$ cat config.mk
export PLATFORM = sky130hd
export DESIGN_NAME = imm_gen_pipe_flat
export DESIGN_NICKNAME = d
export VERILOG_FILES = /design/src/rtl/imm_gen_pipe_pkg.sv /design/src/rtl/imm_gen_pipe_if.sv /design/src/rtl/imm_gen_pipe_ext_core.sv /design/src/rtl/imm_gen_pipe.sv /design/src/flat_wrapper.sv
export SDC_FILE = /design/constraint.sdc
export NUM_CORES = 1
export LEC_CHECK = 0
export BUFFER_PORTS_ARGS = -buffer_cell sky130_fd_sc_hd__buf_2
export CORE_ASPECT_RATIO = 0.75
export CORE_MARGIN = 8
export CORE_UTILIZATION = 50
export DETAILED_ROUTE_END_ITERATION = 8
export GPL_ROUTABILITY_DRIVEN = 0
export GPL_TIMING_DRIVEN = 0
export PLACE_DENSITY = 0.76
export SYNTH_ARGS = -nofsm -noshare
export SYNTH_HDL_FRONTEND = slang
export SYNTH_SLANG_ARGS = --single-unit
$ cat constraint.sdc
create_clock -name clk -period 1.2 [get_ports clk]
set_input_delay 0.06 -clock clk [delete_from_list [all_inputs] [get_ports clk]]
set_output_delay 0.06 -clock clk [all_outputs]
set_load 0.02 [all_outputs]
$ cat src/rtl/imm_gen_pipe_pkg.sv
// imm_pkg: shared types and helpers for the pipelined immediate generator.
//   imm_fmt_e   - immediate format selector (matches the immsrc encoding)
//   IMM_FIELD_W - width of the instruction immediate field, instr[31:7]
//   imm_extend  - 64-bit reference extension; callers truncate to their XLEN
package imm_pkg;

  localparam int IMM_FIELD_W = 25;

  typedef enum logic [2:0] {
    IMM_I   = 3'b000,
    IMM_S   = 3'b001,
    IMM_B   = 3'b010,
    IMM_U   = 3'b011,
    IMM_J   = 3'b100,
    IMM_Z   = 3'b101,
    IMM_SH  = 3'b110,
    IMM_BAD = 3'b111
  } imm_fmt_e;

  // imm[k] corresponds to instr[k+7]. The result is sign-correct for both
  // XLEN=32 and XLEN=64 when truncated to the low xlen bits.
  function automatic logic [63:0] imm_extend(input logic [IMM_FIELD_W-1:0] imm,
                                             input imm_fmt_e fmt,
                                             input int xlen);
    logic [63:0] r;
    r = '0;
    case (fmt)
      IMM_I:  r = 64'($signed(imm[24:13]));
      IMM_S:  r = 64'($signed({imm[24:18], imm[4:0]}));
      IMM_B:  r = 64'($signed({imm[24], imm[0], imm[23:18], imm[4:1], 1'b0}));
      IMM_U:  r = 64'($signed({imm[24:5], 12'b0}));
      IMM_J:  r = 64'($signed({imm[24], imm[12:5], imm[13], imm[23:14], 1'b0}));
      IMM_Z:  r = 64'(imm[12:8]);
      IMM_SH: r = (xlen == 64) ? 64'(imm[18:13]) : 64'(imm[17:13]);
      default: r = '0;
    endcase
    return r;
  endfunction

endpackage

$ cat src/rtl/imm_gen_pipe_if.sv
// imm_gen_pipe_if: request/response bundle of the immediate generator.
//   in_valid/in_ready  - request handshake (producer = decode)
//   imm, immsrc        - instr[31:7] and format select
//   out_valid/out_ready- response handshake (consumer = execute operand mux)
//   immext, illegal    - extended immediate and unsupported-format flag
// Modports: master = decode/execute side, slave = imm_gen_pipe.
interface imm_gen_pipe_if
  import imm_pkg::*;
#(
  parameter int XLEN = 32
);
  logic                   in_valid;
  logic                   in_ready;
  logic [IMM_FIELD_W-1:0] imm;
  imm_fmt_e               immsrc;
  logic                   out_valid;
  logic                   out_ready;
  logic [XLEN-1:0]        immext;
  logic                   illegal;

  modport master (
    output in_valid, imm, immsrc, out_ready,
    input  in_ready, out_valid, immext, illegal
  );

  modport slave (
    input  in_valid, imm, immsrc, out_ready,
    output in_ready, out_valid, immext, illegal
  );
endinterface

$ cat src/rtl/imm_gen_pipe_ext_core.sv
// imm_ext_core: purely combinational immediate extractor.
//   imm     in  25    instr[31:7]
//   fmt     in  3     format select
//   immext  out XLEN  sign/zero-extended immediate
//   illegal out 1     fmt is the unsupported encoding
module imm_ext_core
  import imm_pkg::*;
#(
  parameter int XLEN = 32
) (
  input  logic [IMM_FIELD_W-1:0] imm,
  input  imm_fmt_e               fmt,
  output logic [XLEN-1:0]        immext,
  output logic                   illegal
);

  // A size cast of a signed operand sign-extends, which avoids zero-width
  // replications when XLEN=32.
  always_comb begin
    immext  = '0;
    illegal = 1'b0;
    case (fmt)
      IMM_I:  immext = XLEN'($signed(imm[24:13]));
      IMM_S:  immext = XLEN'($signed({imm[24:18], imm[4:0]}));
      IMM_B:  immext = XLEN'($signed({imm[24], imm[0], imm[23:18], imm[4:1], 1'b0}));
      IMM_U:  immext = XLEN'($signed({imm[24:5], 12'b0}));
      IMM_J:  immext = XLEN'($signed({imm[24], imm[12:5], imm[13], imm[23:14], 1'b0}));
      IMM_Z:  immext = XLEN'(imm[12:8]);
      IMM_SH: begin
        if (XLEN == 64) immext = XLEN'(imm[18:13]);
        else            immext = XLEN'(imm[17:13]);
      end
      IMM_BAD: illegal = 1'b1;
      default: illegal = 1'b1;
    endcase
  end

endmodule

$ cat src/rtl/imm_gen_pipe.sv
// imm_gen_pipe: pipelined immediate extender with a DEPTH-entry output buffer.
//   clk          in   clock, rising edge
//   rst_n        in   asynchronous active-low reset
//   bus          slave modport of imm_gen_pipe_if (request/response handshake)
//   illegal_cnt  out  16-bit saturating count of pushes with immsrc=111;
//                     present only when IMM_STATS_EN is defined
// Parameters: XLEN (32|64) output width, DEPTH (1|2) buffer entries.
// The extension is computed at push and stored, so out_valid rises exactly
// one cycle after a push; in_ready depends only on the registered count.
module imm_gen_pipe
  import imm_pkg::*;
#(
  parameter int XLEN  = 32,
  parameter int DEPTH = 2
) (
  input  logic          clk,
  input  logic          rst_n,
  imm_gen_pipe_if.slave bus
`ifdef IMM_STATS_EN
  ,
  output logic [15:0]   illegal_cnt
`endif
);

  localparam int PW = (DEPTH > 1) ? $clog2(DEPTH) : 1;

  logic [XLEN-1:0] buf_val [DEPTH];
  logic            buf_ill [DEPTH];
  logic [PW-1:0]   wr_ptr;
  logic [PW-1:0]   rd_ptr;
  logic [1:0]      count;
  logic [XLEN-1:0] ext_val;
  logic            ext_ill;
  logic            push;
  logic            pop;

  imm_ext_core #(.XLEN(XLEN)) u_core (
    .imm     (bus.imm),
    .fmt     (bus.immsrc),
    .immext  (ext_val),
    .illegal (ext_ill)
  );

  assign bus.in_ready  = (count < 2'(DEPTH));
  assign bus.out_valid = (count != 2'd0);
  assign bus.immext    = buf_val[rd_ptr];
  assign bus.illegal   = buf_ill[rd_ptr];

  assign push = bus.in_valid & bus.in_ready;
  assign pop  = bus.out_valid & bus.out_ready;

  function automatic logic [PW-1:0] ptr_next(input logic [PW-1:0] p);
    return (p == PW'(DEPTH - 1)) ? '0 : p + 1'b1;
  endfunction

  always_ff @(posedge clk or negedge rst_n) begin
    if (!rst_n) begin
      wr_ptr <= '0;
      rd_ptr <= '0;
      count  <= '0;
      for (int i = 0; i < DEPTH; i++) begin
        buf_val[i] <= '0;
        buf_ill[i] <= 1'b0;
      end
    end else begin
      if (push) begin
        buf_val[wr_ptr] <= ext_val;
        buf_ill[wr_ptr] <= ext_ill;
        wr_ptr          <= ptr_next(wr_ptr);
      end
      if (pop) begin
        rd_ptr <= ptr_next(rd_ptr);
      end
      if (push && !pop) begin
        count <= count + 2'd1;
      end else if (pop && !push) begin
        count <= count - 2'd1;
      end
    end
  end

`ifdef IMM_STATS_EN
  always_ff @(posedge clk or negedge rst_n) begin
    if (!rst_n) begin
      illegal_cnt <= '0;
    end else if (push && ext_ill && (illegal_cnt != 16'hFFFF)) begin
      illegal_cnt <= illegal_cnt + 16'd1;
    end
  end
`endif

endmodule

$ cat src/flat_wrapper.sv
// flat-port wrapper written by rule: the top's interface ports become plain ports
module imm_gen_pipe_flat import imm_pkg::*;
#(
  parameter int XLEN  = 32,
  parameter int DEPTH = 2
)
  (clk, rst_n, bus_in_valid, bus_imm, bus_immsrc, bus_out_ready, bus_in_ready, bus_out_valid, bus_immext, bus_illegal);
  imm_gen_pipe_if #(.XLEN(XLEN)) bus_i ();
  input  logic clk;
  input  logic rst_n;
  input wire logic [$bits(bus_i.in_valid)-1:0] bus_in_valid;
  input wire logic [$bits(bus_i.imm)-1:0] bus_imm;
  input wire logic [$bits(bus_i.immsrc)-1:0] bus_immsrc;
  input wire logic [$bits(bus_i.out_ready)-1:0] bus_out_ready;
  output wire logic [$bits(bus_i.in_ready)-1:0] bus_in_ready;
  output wire logic [$bits(bus_i.out_valid)-1:0] bus_out_valid;
  output wire logic [$bits(bus_i.immext)-1:0] bus_immext;
  output wire logic [$bits(bus_i.illegal)-1:0] bus_illegal;
  assign bus_i.in_valid = bus_in_valid;
  assign bus_i.imm = bus_imm;
  assign bus_i.immsrc = bus_immsrc;
  assign bus_i.out_ready = bus_out_ready;
  assign bus_in_ready = bus_i.in_ready;
  assign bus_out_valid = bus_i.out_valid;
  assign bus_immext = bus_i.immext;
  assign bus_illegal = bus_i.illegal;
  imm_gen_pipe #(.XLEN(XLEN), .DEPTH(DEPTH)) u_core (.clk(clk), .rst_n(rst_n), .bus(bus_i));
endmodule
==> impl_metrics.yaml, run 1 <==
outcome:
  status: "complete, but fails checks"
  violations_in_the_final_reports: "negative setup slack"
worst_hold_path:
  min_delay_worst_endpoint: "u_core.buf_val[20]"
  hold_start: "bus_imm[13]"
  hold_path.class: "in2reg"
  timing.hold.worst_path_depth: 2
logic_synthesis:
  synth.distinct_cells: 37
  synthesis.nets: 365
  synth-edff-count: 0
  mappedNetlistArea_sq_um: 3450
  postSynthRegisterBits: 70
  synth_seq_area_share: 0.507
  postSynth.asyncResetShare: 1.00
  syn-instance-count: 332
  synthesis.yosys.warnings: 0
  synth_ff_type: "sky130_fd_sc_hd__dfrtp_1"
  synthesis.area_per_instance_sq_um: 10.4
worst_setup_path:
  timing.reg2reg.setup_slack_ns: -0.31
  path_cells: "buf_12 > buf_4 > mux2_2 > buf_2"
  cp-end-kind: "primary output"
  regToRegStartpoint: "u_core.count[1]"
  critPathSlowestCell: "sky130_fd_sc_hd__dfrtp_2"
  crit_fanout: 7
  critPathKind: "reg2out"
  critical_path_depth: 4
  timing.critical_path.required_ns: 1.14
  cp.arrival_ns: 1.58
  cp-start-kind: "register"
  rr_endpoint: "u_core.buf_val[24]"
  critPathMaxStageDelay_ns: 0.39
  worst-path-buf-inv: 3
  critPathTopFamily: "buffers and inverters"
  worst_r2r_path_depth: 5
cells_and_area:
  nNetsFinal: 480
  layout-area-overhead-vs-synth_pct: 53.9
  final_area_sq_um: 5320
  util_after_layout: 0.786
  commonest_non_fill_non_tap_cells_in_the_layout: "68 x sky130_fd_sc_hd__dfrtp_1, 41 x sky130_fd_sc_hd__buf_6, 39 x sky130_fd_sc_hd__buf_2"
  antennaDiodeCount: 0
  filler_cell_count: 390
  mostFrequentLayoutCell: "sky130_fd_sc_hd__dfrtp_1"
  final_layout_size_suffix_gt1_frac: 0.557
timing:
  maxSlewHeadroom: 0.566
  worst_slew_pin_slew_ns: 0.652
  timing_max_transition_violations_final: 0
  layout_worst_path_cycle_share: 1.37
  final.min_clock_period_ns: 1.64
  setup_ws_ns: -0.441
  max_freq_mhz: 610
  timing.hold.ws_ns: 0.0222
  clock_skew_ns: 0.0148
  grt_setup_unrepaired: "yes"
  setup_viols_final: 99
  hold_viol: 0
placement:
  port_buffers: 64
  place_area_sq_um: 3930
  preCtsSetupSlack_ns: -0.433
  place_hpwl_microns: 6500
floorplanning:
  core_sq_um: 6770
  dieWidth_microns: 112
  die-area_sq_um: 9850
  initial_utilization: 0.511
  rows: 26
  floorplan.die.height_microns: 88.0
  pin_count: 67
pwr:
  leakagePower_nw: 2.47
  power.density_nw_per_um2: 2730
  power_mw: 14.5
  irDropWorstVdd_mv: 1.48
routing:
  antenna_left: 0
  drt-total-wl_microns: 12500
  post_drt_via_cell_ratio: 6.32
  drt_drc_violations_left: 0
  route.detailed.wl_per_inst_microns: 23.4
  detailed_router_iteration_count_before_antenna_repair: 6
  dr_total_vias: 3381
  first_iter_violations: 335
grt:
  via_count_of_the_first_global_routing_pass: 3236
  grt_start_max_net_pins: 71
  antenna_found_initial: 0
  grt_overflow_total: 0
  track_usage: 0.226
  grt_first_pass_wirelength_microns: 17300
clocking:
  clock_sink_count: 70
  insertion_delay_ns: 0.37
  htreeDepth: 3
  cts-buffers-inserted: 9
  cts_root_buf: "sky130_fd_sc_hd__clkbuf_8"
  max-clock-path-buffers: 2
  tritoncts: "done"
  path_clk_slew_ns: 0.08
flow_run:
  timing.max_cap.violations: 0
report_power, final:
| part | total [mW] | internal [mW] | switching, mW |
|---|---|---|---|
| combinational | 8.31 | 4.38 | 3.93 |
| clock | 1.91 | 0.943 | 0.963 |
| sequential | 4.28 | 3.47 | 0.813 |
| total | 14.5 | 8.79 | 5.70 |
per-layer routing:
layer | vias to the layer above | GRT usage | wire [microns]
met3 | 61 | 0.0558 | 972
met2 | 206 | 0.367 | 6020
met1 | 1681 | 0.285 | 5010
li1 | 1433 | - | -
met5 | - | 0 | 0
met4 | 0 | 0.0988 | 499
what timing repair did:
action | CTS | global route
pin swaps | 18 | 30
setup buffers | 15 | 10
gates resized for setup | 120 | 135
endpoints found under the setup margin | 104 | 105
cloned | 8 | 3
hold buffers | 9 | 0
endpoints found under the hold margin | 85 | 0
metrics by stage:
| step | instances | setup TNS, ns |
|---|---|---|
| final | 535 | -24.71 |
| after global routing | 535 | -26.57 |
| after CTS | 526 | -17.70 |
| after detailed placement | 480 | -29.06 |
| after global placement | 480 | -42.14 |
| after floorplan | 332 | -2.89 |
cell families after synthesis:
group / Yosys count / synth area share
mux: 38 / 0.122
fa+ha+maj: 1 / 0.00362
flops: 70 / 0.507
buf+inv: 32 / 0.0485
xor+xnor: 4 / 0.0101
simple gates: 90 / 0.122
compound gates: 97 / 0.186
Yosys cell counts (all sizes together) (2+ instances only):
master	n	area, sq um
a211oi	4	30.0
a21oi	19	95.1
a221o	22	220
a221oi	4	35.0
buf	14	100
clkbuf	13	48.8
dfrtp	70	1750
inv	5	18.8
mux2	34	383
mux2i	4	40.0
nand2	53	201
nand2b	2	12.5
nand3	12	65.1
nand3b	2	15.0
nor2	8	32.5
nor2b	6	37.5
nor4	2	12.5
o21a	2	15.0
o21ai	43	215
xnor2	3	26.3
worst max path at each step:
stage / start / to
after floorplan: u_core.count[0] / u_core.count[1]
after global placement: u_core.count[1] / u_core.buf_val[48]
after detailed placement: u_core.count[1] / u_core.buf_val[19]
after CTS: u_core.rd_ptr / bus_immext[26]
after global routing: u_core.rd_ptr / bus_immext[24]
final: u_core.rd_ptr / bus_immext[31]
cell type report:
class                   instances  area [sq um]  area share
flip-flops and latches         70          1750       0.330
repair buffers                106          1010       0.189
inverters                       5          23.8     0.00447
clock buffers                   9           124      0.0233
plain buffers                  25           335      0.0631
multi-input cells             230          1900       0.358
well taps                      84           105      0.0198
clock inverters                 6          63.8      0.0120
flip-flops by register name (all words and copies together) (netlist names):
register        flops
u_core.buf_ill      2
u_core.rd_ptr       1
u_core.count        2
u_core.wr_ptr       1
u_core.buf_val     64
Power figures use the tool's default switching activity.
==> inputs of run 2 (changes only) <==
==> constraint.sdc (replaced) <==
create_clock -name clk -period 1.2 [get_ports clk]
set_input_delay 0.06 -clock clk [delete_from_list [all_inputs] [get_ports clk]]
set_output_delay 0.06 -clock clk [all_outputs]
set_load 0.1 [all_outputs]
==> impl_metrics.yaml, run 2 (synthesis gave the netlist of run 1 again) <==
worst_hold_path:
  hold_path.class: "in2reg"
cells_and_area:
  commonest_non_fill_non_tap_cells_in_the_layout: "69 x sky130_fd_sc_hd__dfrtp_1, 40 x sky130_fd_sc_hd__buf_12, 34 x sky130_fd_sc_hd__nand2_4"
  nNetsFinal: 476
  final_layout_size_suffix_gt1_frac: 0.588
  largest_registers_ranked_by_flip_flop_count: "u_core.buf_val: 64 flops, u_core.buf_ill: 2 flops, u_core.count: 2 flops"
  mostFrequentLayoutCell: "sky130_fd_sc_hd__dfrtp_1"
  layout-area-overhead-vs-synth_pct: 68.8
  max_ffs_per_register: 64
  largest_register: "u_core.buf_val"
  util_after_layout: 0.862
  antennaDiodeCount: 0
  finish.cell_count_without_fillers: 531
routing:
  antenna_left: 0
  first_iter_violations: 320
  route.detailed.wl_per_inst_microns: 24.3
  detailed_router_iteration_count_before_antenna_repair: 6
  post_drt_via_cell_ratio: 6.37
  drt_drc_violations_left: 0
  dr_total_vias: 3382
  drt-total-wl_microns: 12900
worst_setup_path:
  timing.critical_path.required_ns: 1.14
  cp.arrival_ns: 1.55
  critPathKind: "reg2out"
  cp-end-kind: "primary output"
  crit_fanout: 10
  cp-start-kind: "register"
timing:
  grt_setup_unrepaired: "yes"
  hold_viol: 0
  max_freq_mhz: 619
  worst_slew_pin_slew_ns: 0.896
  layout_worst_path_cycle_share: 1.35
  final.min_clock_period_ns: 1.61
  timing_max_transition_violations_final: 0
  setup_ws_ns: -0.414
  clock_skew_ns: 0.0172
  setup_viols_final: 104
  maxSlewHeadroom: 0.403
floorplanning:
  die-area_sq_um: 9850
  floorplan.die.height_microns: 88.0
  dieWidth_microns: 112
  initial_utilization: 0.511
  core_sq_um: 6770
  pin_count: 67
  rows: 26
clocking:
  cts_root_buf: "sky130_fd_sc_hd__clkbuf_8"
  insertion_delay_ns: 0.37
  tritoncts: "done"
  path_clk_slew_ns: 0.08
  cts-buffers-inserted: 9
  clock_sink_count: 70
  htreeDepth: 3
  max-clock-path-buffers: 2
placement:
  preCtsSetupSlack_ns: -0.459
  numPlacedInstances: 480
  port_buffers: 64
  place_hpwl_microns: 6590
grt:
  grt_first_pass_wirelength_microns: 18300
  track_usage: 0.240
  grt_overflow_total: 0
  via_count_of_the_first_global_routing_pass: 3321
  grt_start_max_net_pins: 71
  antenna_found_initial: 0
flow_run:
  timing.max_cap.violations: 0
outcome:
  violations_in_the_final_reports: "negative setup slack"
  status: "complete, but fails checks"
[run 2: changes by cell type in the layout (fill, tap and decap cells not counted), sizes merged]
cell	delta
clkbuf	-3
clkinvlp	+1
buf	-1
inv	-1
[run 2: final cells by class]
| type | count | area [sq um] |
|---|---|---|
| plain buffers | 27 | 367 |
| clock buffers | 9 | 124 |
| clock inverters | 6 | 63.8 |
| fillers | 303 | 936 |
| inverters | 5 | 27.5 |
| multi-input cells | 230 | 2130 |
| flip-flops and latches | 70 | 1750 |
| well taps | 84 | 105 |
| repair buffers | 100 | 1260 |
[run 2: worst paths after layout]
kind / start / endpoint / slack [ns] / depth (start not counted)
max in group asynchronous: rst_n / u_core.wr_ptr / 0.19 / 2
worst min-delay path: bus_imm[5] / u_core.buf_val[12] / 0.009 / 3
min in group asynchronous: rst_n / u_core.buf_val[30] / 0.35 / 2
worst min register to register: u_core.buf_val[5] / u_core.buf_val[5] / 0.52 / 2
worst max-delay path: u_core.rd_ptr / bus_immext[11] / -0.41 / 4
worst max register to register: u_core.count[1] / u_core.buf_val[28] / -0.28 / 5
[run 2: layer usage]
layer	vias to the layer above	global-route usage	wire length [microns]	part of all wire
met5	-	0	0	0
met4	0	0.0841	497	0.039
met3	50	0.0661	1070	0.083
met2	179	0.397	6230	0.48
met1	1736	0.300	5090	0.39
li1	1417	-	-	-
[run 2: worst max-delay path, stage by stage, from the launching register on]
cell	delay, ns
sky130_fd_sc_hd__dfrtp_1	0.39
sky130_fd_sc_hd__buf_8	0.15
sky130_fd_sc_hd__buf_12	0.15
sky130_fd_sc_hd__mux2_4	0.33
sky130_fd_sc_hd__buf_12	0.17
[run 2: through the flow]
| step | setup TNS [ns] | hold slack [ns] | area, sq um |
|---|---|---|---|
| 2_1_floorplan | -12.35 | -0.236 | 3650 |
| 3_3_place_gp | -41.92 | 0.338 | 4070 |
| 3_5_place_dp | -26.06 | 0.232 | 4080 |
| 4_1_cts | -21.48 | 0.00268 | 5420 |
| 5_1_grt | -27.90 | 0.00685 | 5830 |
| 6_report | -23.13 | 0.00867 | 5830 |
[run 2: what timing repair did]
item | 4_1_cts | 5_1_grt
gates resized for setup | 261 | 101
gates cloned | 8 | 2
hold endpoints to repair | 91 | 0
hold buffers | 9 | 0
pin swaps | 28 | 34
endpoints found under the setup margin | 99 | 104
setup buffers | 13 | 5
Power of run 2 is left out: the tool's default activity adds up to more than one toggle a clock period on the data nets, which glitch-free logic cannot reach.
